<file path="src/rtl/trap_controller.sv">
// Machine-mode trap sequencer: takes exceptions, external interrupts and mret
// for the committing instruction, owns the trap CSRs and drives stall/flush/redirect.
module trap_controller #(
    parameter logic [31:0] RESET_MTVEC = 32'h0000_1000,
    parameter logic [1:0]  RESET_PRIV  = 2'b11
) (
    input  logic        i_clk,
    input  logic        i_rst_n,
    input  logic        i_valid,
    input  logic        i_exception,
    input  logic [3:0]  i_cause,
    input  logic [31:0] i_PC,
    input  logic [31:0] i_inst,
    input  logic        i_mret,
    input  logic        i_irq,
    input  logic        i_csrWe,
    input  logic [11:0] i_csrAddr,
    input  logic [31:0] i_csrWdata,
    output logic [31:0] o_csrRdata,
    output logic [1:0]  o_privMode,
    output logic        o_stall,
    output logic        o_flush,
    output logic        o_redirect,
    output logic [31:0] o_redirectPC
);

    typedef enum logic [1:0] {IDLE, SAVE, JUMP, RET} stateType;

    localparam logic [11:0] ADDR_MSTATUS = 12'h300;
    localparam logic [11:0] ADDR_MTVEC   = 12'h305;
    localparam logic [11:0] ADDR_MEPC    = 12'h341;
    localparam logic [11:0] ADDR_MCAUSE  = 12'h342;
    localparam logic [11:0] ADDR_MTVAL   = 12'h343;
    localparam logic [1:0]  PRIV_M       = 2'b11;

    stateType    state;
    logic [31:0] mepc, mcause, mtval, mtvec;
    logic        mie, mpie;
    logic [1:0]  mpp;
    logic [3:0]  savedCause;
    logic        savedIrq;
    logic [31:0] savedPC, savedInst;

    logic takeExc, takeIrq, takeMret, csrWrite;

    // Request priority for the committing instruction: exception > interrupt > mret > CSR write.
    assign takeExc  = i_valid && i_exception;
    assign takeIrq  = i_valid && !i_exception && i_irq && mie;
    assign takeMret = i_valid && !i_exception && !takeIrq && i_mret;
    assign csrWrite = i_valid && i_csrWe && !i_exception && !takeIrq && !i_mret;

    always_comb begin
        // NOTE: default first so every path assigns o_csrRdata and no latch is inferred.
        o_csrRdata = 32'h0;
        unique case (i_csrAddr)
            ADDR_MSTATUS: o_csrRdata = {19'b0, mpp, 3'b0, mpie, 3'b0, mie, 3'b0};
            ADDR_MTVEC:   o_csrRdata = {mtvec[31:2], 2'b00};
            ADDR_MEPC:    o_csrRdata = {mepc[31:2], 2'b00};
            ADDR_MCAUSE:  o_csrRdata = mcause;
            ADDR_MTVAL:   o_csrRdata = mtval;
            default:      o_csrRdata = 32'h0;
        endcase
    end

    always_ff @(posedge i_clk or negedge i_rst_n) begin
        if (!i_rst_n) begin
            state        <= IDLE;
            o_privMode   <= RESET_PRIV;
            mtvec        <= RESET_MTVEC;
            mepc         <= 32'h0;
            mcause       <= 32'h0;
            mtval        <= 32'h0;
            mie          <= 1'b0;
            mpie         <= 1'b0;
            mpp          <= 2'b00;
            savedCause   <= 4'h0;
            savedIrq     <= 1'b0;
            savedPC      <= 32'h0;
            savedInst    <= 32'h0;
            o_stall      <= 1'b0;
            o_flush      <= 1'b0;
            o_redirect   <= 1'b0;
            o_redirectPC <= 32'h0;
        end else begin
            // NOTE: non-blocking throughout so every register updates from pre-edge values.
            unique case (state)
                IDLE: begin
                    o_redirect   <= 1'b0;
                    o_redirectPC <= 32'h0;
                    if (takeExc || takeIrq) begin
                        state      <= SAVE;
                        savedCause <= i_cause;
                        savedIrq   <= takeIrq;
                        savedPC    <= i_PC;
                        savedInst  <= i_inst;
                        o_stall    <= 1'b1;
                        o_flush    <= 1'b1;
                    end else if (takeMret) begin
                        state        <= RET;
                        o_stall      <= 1'b1;
                        o_flush      <= 1'b1;
                        o_redirect   <= 1'b1;
                        o_redirectPC <= {mepc[31:2], 2'b00};
                    end else begin
                        o_stall <= 1'b0;
                        o_flush <= 1'b0;
                        if (csrWrite) begin
                            unique case (i_csrAddr)
                                ADDR_MSTATUS: begin
                                    mie  <= i_csrWdata[3];
                                    mpie <= i_csrWdata[7];
                                    mpp  <= i_csrWdata[12:11];
                                end
                                ADDR_MTVEC:  mtvec  <= {i_csrWdata[31:2], 2'b00};
                                ADDR_MEPC:   mepc   <= {i_csrWdata[31:2], 2'b00};
                                ADDR_MCAUSE: mcause <= i_csrWdata;
                                ADDR_MTVAL:  mtval  <= i_csrWdata;
                                default: ;
                            endcase
                        end
                    end
                end
                SAVE: begin
                    mepc <= {savedPC[31:2], 2'b00};
                    if (savedIrq) begin
                        mcause <= 32'h8000_000B;
                        mtval  <= 32'h0;
                    end else begin
                        mcause <= {28'b0, savedCause};
                        unique case (savedCause)
                            4'd0, 4'd1: mtval <= savedPC;
                            4'd2:       mtval <= savedInst;
                            default:    mtval <= 32'h0;
                        endcase
                    end
                    mpie         <= mie;
                    mie          <= 1'b0;
                    mpp          <= o_privMode;
                    o_privMode   <= PRIV_M;
                    state        <= JUMP;
                    o_stall      <= 1'b1;
                    o_flush      <= 1'b0;
                    o_redirect   <= 1'b1;
                    o_redirectPC <= {mtvec[31:2], 2'b00};
                end
                JUMP: begin
                    state        <= IDLE;
                    o_stall      <= 1'b0;
                    o_flush      <= 1'b0;
                    o_redirect   <= 1'b0;
                    o_redirectPC <= 32'h0;
                end
                RET: begin
                    o_privMode   <= mpp;
                    mie          <= mpie;
                    mpie         <= 1'b1;
                    mpp          <= 2'b00;
                    state        <= IDLE;
                    o_stall      <= 1'b0;
                    o_flush      <= 1'b0;
                    o_redirect   <= 1'b0;
                    o_redirectPC <= 32'h0;
                end
                default: state <= IDLE;
            endcase
        end
    end

endmodule

</file>
<file path="config.mk">
export PLATFORM = sky130hd
export DESIGN_NAME = trap_controller
export DESIGN_NICKNAME = d
export VERILOG_FILES = /design/src/rtl/trap_controller.sv
export SDC_FILE = /design/constraint.sdc
export NUM_CORES = 1
export LEC_CHECK = 0
export ABC_AREA = 1
export BUFFER_PORTS_ARGS = -buffer_cell sky130_fd_sc_hd__buf_2
export CAP_MARGIN = 15
export CORE_MARGIN = 2
export CORE_UTILIZATION = 50
export DETAILED_ROUTE_END_ITERATION = 8
export HOLD_SLACK_MARGIN = 0.08
export PLACE_DENSITY_LB_ADDON = 0.3
export RECOVER_POWER = 25
export SLEW_MARGIN = 20
export SYNTH_ARGS = -nofsm -noshare
export SYNTH_HDL_FRONTEND = slang
export SYNTH_SLANG_ARGS = --single-unit
export TNS_END_PERCENT = 10
</file>
<file path="constraint.sdc">
create_clock -name i_clk -period 2 [get_ports i_clk]
set_input_delay 0.2 -clock i_clk [delete_from_list [all_inputs] [get_ports i_clk]]
set_output_delay 0.2 -clock i_clk [all_outputs]
set_load 0.02 [all_outputs]
</file>
==> results of run 1 <==
==> cell families after synthesis <==
kind of cell / count (synthesis)
AO/OA/AOI/OAI: 315
buffers and inverters: 298
flip-flops: 234
other: 1
AND/OR/NAND/NOR: 587
==> area by class of cell <==
type	count	share of cell area [%]
clock buffer	33	5.019
tap	280	2.423
clock inverter	11	1.073
multi-input combinational	904	28.52
sequential	234	40.53
timing repair buffer	337	16.88
inverter	214	5.556
==> sequential cells by signal, summed over array words and instances, names as in the netlist, 4 cells and up <==
register      count
mcause           32
mepc             30
mtval            32
mtvec            30
o_redirectPC     30
savedCause        4
savedInst        32
savedPC          32
==> power by group through the flow <==
| stage | Sequential (µW) | Combinational (µW) | Clock (µW) |
|---|---|---|---|
| 2_1_floorplan | 7390 | 2900 | 0 |
| 3_3_place_gp | 7530 | 4210 | 0 |
| 3_5_place_dp | 7590 | 4390 | 0 |
| 4_1_cts | 7530 | 4600 | 4950 |
| 5_1_grt | 7750 | 5240 | 5160 |
| 6_report | 7580 | 4630 | 4910 |
==> per-stage QoR <==
step / util [%] / setup TNS, ps
2_1_floorplan: - / 0
3_3_place_gp: 57.71 / -7.029
3_5_place_dp: 57.71 / -13.30
4_1_cts: 66.35 / 0
5_1_grt: 66.25 / -3.073
6_report: 66.25 / 0
==> what timing repair did <==
action,4_1_cts,5_1_grt
hold buffers,100,0
gates resized for setup,1,4
hold endpoints to repair,294,0
cloned,0,0
endpoints found under the setup margin,1,9
==> routing by layer <==
| metal | wire (µm) | track usage, % | part of all wire, % | vias up |
|---|---|---|---|---|
| met3 | 3335 | 5.614 | 9.8 | 46 |
| li1 | - | - | - | 5087 |
| met5 | 0 | 0 | 0 | - |
| met2 | 14240 | 40.07 | 42 | 565 |
| met4 | 622 | 6.702 | 1.8 | 0 |
| met1 | 15850 | 45.79 | 47 | 4920 |
==> worst paths after layout <==
| check | end | start |
|---|---|---|
| max reg2reg | savedPC[5] | mie |
| min reg2reg | mcause[31] | mcause[31] |
| max | o_csrRdata[0] | i_csrAddr[11] |
| max in group asynchronous | o_redirectPC[25] | i_rst_n |
| min in group asynchronous | savedInst[5] | i_rst_n |
| min | state[0] | i_valid |
==> layout by cell type (no fill, tap or decap), types with 2 or more instances in the layout <==
cell	count
dfrtp_1	231
buf_2	184
clkinv_2	7
inv_2	2
conb_1	2
nand4_1	12
buf_4	38
nand2_1	335
o2111ai_1	11
clkbuf_8	7
clkbuf_2	2
nor2_1	131
o21ai_1	65
clkbuf_16	25
nor2_2	7
inv_1	212
clkbuf_1	3
dlygate4sd3_1	100
a21oi_2	2
a21oi_1	99
nor2_4	3
dfstp_2	3
buf_12	10
o21ai_0	115
nand3_2	2
o21ai_2	2
nand2_2	5
nand3_1	89
bufinv_16	4
o22ai_1	15
==> worst register-to-register path, cell delays in order (launching register included) <==
cell      delay [ps]
dfrtp_1          390
nand2_1          120
inv_1             80
buf_4            150
o211ai_4         340
buf_4            410
nor2_1            90
a21oi_1          130
==> metrics, run 1 <==
Clk network pwr share=approximately 29%; Hold Fails Final Rpt=0; Worst-Margin Slew=approximately 950 ps; outcome=finished, final reports clean; post-synth top area cell=dfrtp_1; Critical Path RT=approximately 1800 ps; # fillers=approximately 1800; Data arrival, critical path=1660 ps; critical path launch point type=primary input; CTS tree=built; Slowest-stage cell, CP=buf_4; R2R setup slack=about 220 ps; Int Pwr=11210 µW; Clock transition at path regs=roughly 60 ps; initial antenna violation count=0; Post-synth EDFFs=0; largest family of logic cells by synthesized area=simple AND/OR/NAND/NOR gates; mux share of post-synthesis cell area=0%; Final Max Slew Viols=0; later-pin clock latency in the skew report=520 ps; Leak Pwr=0.007659 µW; Core Rows=between 50 and 60; Area Overhead vs Synth=29.80%; Largest stage delay, worst path=around 210 ps; Hold Crit Depth=3; Synth Area in Compound Gates=15.00%; Mapped Cells=approximately 1400; sw frac=34.50%; max_slew headroom=between 30% and 40%; Via density=5.275; Async S/R FF share, synth=100.0%; Seq pwr share=roughly 44%; area share of the largest cell type after synthesis=51.90%; Clock Tree Buf Depth=3; dpl ws=-13.30 ps; MaxCap Viol Count=0; routed via count=~11000; Initial Util=51.04%; Crit Path Max Fanout=17; P_sw=between 5000 and 6000 µW; Die Y=153.3 µm; min setup slack post-route=about 140 ps; VDD IR max=~0.59 mV; Sequential Area=slightly below 6000 µm²; Ys Warns=0; die outline area=around 23000 µm²; setup violators final=0; DR DRC count=0; Non-Filler Instances=2013; Post-Synthesis Cell Area=between 10000 and 15000 µm²; gr usage total=between 20 and 30%; Distinct cells, synth=31; DR iter-0 viols=between 1000 and 1500; post-DP HPWL=about 24000 µm; Die W=153.3 µm; synth cell count leaders=nand2_1, dfrtp_1, inv_1; Area after DPL=12590 µm²; xor and xnor area share after synthesis=0%; endpoint type of the worst setup path=output port; Max Freq=538.6 MHz; number of H-tree levels=1; Pwr Total=17120 µW; post-CTS setup buffer count=0; CTS sink cnt=approximately 230; CTS Buf Count=25; CP Depth=11; Routed WL per cell=16.91 µm; worst hold path class=primary input to register; count leader, synth=nand2_1; number of buffers added on ports=roughly 190; core region area=approximately 22000 µm²; FF+latch count, synth=~230; critical-path cell list=buf_2 -> nor2_1 -> nand2_1 -> nor2_1 -> buf_4 -> nand2_4 -> nand3_1 -> nor2_2 -> buf_12 -> a21oi_2 -> buf_2; post-route clock period utilization=around 93%; post-route ant nets=0; Most used DFF post-synth=dfrtp_1; top cells by area, synth=dfrtp_1, nand2_1, inv_1; WL final=34040 µm; adder-cell share of the synthesized area=0%; Crit path max-delay family=buffers and inverters; sequential area share after synthesis=a little over half; largest net degree at the start of global routing=65; share of layout cells above drive strength 1=between 10% and 20%; min cycle time layout=approximately 1900 ps; first-pass GRT wire length=about 54000 µm; drt pass-1 iters=5; vias in the first global route=9900; critical path class=primary input to output port; GR Overflow Total=0; area of the multi-input gates=4124 µm²; buffer and inverter count on the worst path=4; Finished Cell Area=roughly 14000 µm²; Logic pwr share=27.1%; clock skew=about 15 ps; Nets=between 1500 and 2000; Worst Reg-to-Reg Cells=7; Post-Synth Simple-Gate Area=21.62%; Ant. Diodes=0; Mean Syn Cell Area=between 7 and 8 µm²; Ports=between 150 and 200; Post-Place Cells=approximately 1900; root buf cell=clkbuf_16; worst hold slack=about 100 ps; PwrDens=approximately 1200 nW/µm²; routability cong.=about 0.96
(Power assumes the default switching activity.)
==> inputs of run 2 (changes only) <==
--- a/config.mk
+++ b/config.mk
@@ -10,6 +10,8 @@
 export CAP_MARGIN = 15
 export CORE_MARGIN = 2
 export CORE_UTILIZATION = 50
+export CTS_BUF_LIST = sky130_fd_sc_hd__clkbuf_16
+export CTS_CLUSTER_SIZE = 28
 export DETAILED_ROUTE_END_ITERATION = 8
 export HOLD_SLACK_MARGIN = 0.08
 export PLACE_DENSITY_LB_ADDON = 0.3
==> run 2 against run 1 <==
Against the previous run: fmax fell by 1.1%; first-iteration DRC count shrank 11%; routed wire length about the same; critical endpoint is now o_csrRdata[13]; global-route usage barely moved.
==> metrics, run 2 (synthesized netlist as in run 1, its figures left out) <==
min setup slack post-route=about 120 ps; setup TNS=0 ps; CTS sink cnt=roughly 230; Ant. Diodes=0; later-pin clock latency in the skew report=520 ps; PwrDens=around 1200 nW/µm²; DR DRC count=0; Final Util=between 60% and 70%; Initial Util=51.04%; CTS Buf Count=25; commonest non-fill, non-tap cell in the layout=nand2_1; number of H-tree levels=1; WL final=34050 µm; Clock Tree Buf Depth=3; routability cong.=about 0.96; most frequent cells in the layout=nand2_1, dfrtp_1, inv_1; Routed WL per cell=16.91 µm; min cycle time layout=around 1900 ps; Area Overhead vs Synth=29.17%; Max Freq=between 500 and 600 MHz; clock skew=slightly below 20 ps; critical path launch point type=primary input; Slowest-stage cell, CP=nor2_1; worst hold path class=primary input to register; Core Rows=54; drt pass-1 iters=5; setup violators final=0; Pwr Total=approximately 17000 µW; GR Overflow Total=0; first-pass GRT wire length=~54000 µm; DR iter-0 viols=about 940; dpl ws=-13.30 ps; Hold Fails Final Rpt=0; post-route clock period utilization=around 94%; post-DP HPWL=~24000 µm; Worst Reg-to-Reg Cells=7; cell mode on critical path=nor2_1; Hold Crit Depth=3; critical-path cell list=buf_2 -> nand2_1 -> inv_1 -> nand2_1 -> nor2_1 -> buf_4 -> buf_4 -> nand3_1 -> nand3_1 -> nor2_1 -> nor2_1 -> buf_2; routed via count=roughly 11000; largest net degree at the start of global routing=65; CTS tree=built; VDD IR max=~0.59 mV; Clock transition at path regs=roughly 60 ps; vias in the first global route=around 10000; MaxCap Viol Count=0; root buf cell=clkbuf_16; Via density=roughly 5.3; number of buffers added on ports=185; Die Y=about 150 µm; core region area=21820 µm²; Die W=roughly 150 µm; share of layout cells above drive strength 1=17.37%; Data arrival, critical path=1680 ps; max_slew headroom=between 30% and 40%; endpoint type of the worst setup path=output port; post-route ant nets=0; Critical Path RT=between 1500 and 2000 ps; outcome=finished, final reports clean; Ports=~190; Leak Pwr=~0.0076 µW; initial antenna violation count=0; Crit Path Max Fanout=11; Nets=roughly 1800; die outline area=23490 µm²; critical path class=primary input to output port; gr usage total=~29%; Final Max Slew Viols=0; Largest stage delay, worst path=~240 ps; Worst-Margin Slew=around 940 ps
run 2: cell count changes in the layout (fill, tap and decap cells not counted), sizes merged:
cell    change
inv         +1
clkinv      +7
clkbuf      -8
run 2: per-layer routing:
layer	vias up	global-route usage [%]	routed length, µm
li1	5098	-	-
met4	0	6.878	694
met1	4910	45.71	15570
met3	58	5.671	3513
met2	560	39.99	14270
met5	-	0	0
run 2: worst max-delay path: cells and delay by family:
kind,cells,cell delay (ps)
buf+inv,5,670
simple gates,7,790
run 2: timing repair:
item	in CTS	in global routing
pin swaps	0	0
endpoints found under the setup margin	1	8
hold buffers	100	0
setup buffers	0	0
gates resized for setup	1	4
endpoints found under the hold margin	305	0
run 2: through the flow:
step / instance area [µm²] / std cells / hold slack, ps
after global routing: 14390 / 2013 / 116.5
after detailed placement: 12590 / 1869 / 174.6
after global placement: 12590 / 1869 / 165.2
after CTS: 14410 / 2013 / 86.61
after floorplan: 11140 / 1436 / -95.59
final: 14390 / 2013 / 103.4
run 2: cell type report:
class                   instances  area [µm²]
clock inverters                19       185.2
repair buffers                337        2440
fillers                      1862        7436
clock buffers                  25       625.6
inverters                     214       803.3
flip-flops and latches        234        5859
multi-input cells             904        4124
well taps                     280       350.3
run 2: final timing paths:
kind | to | startpoint | slack [ps]
worst min register to register | mcause[31] | mcause[31] | 480
max in group asynchronous | o_redirectPC[25] | i_rst_n | 490
min in group asynchronous | savedInst[5] | i_rst_n | 190
worst max-delay path | o_csrRdata[13] | i_csrAddr[9] | 120
worst max register to register | savedPC[6] | mie | 210
worst min-delay path | state[0] | i_exception | 100
run 2: where the power goes:
part	internal, µW	total (µW)	switching (µW)
Clock	2770	4620	1850
Combinational	1640	4620	2980
Sequential	6520	7570	1050
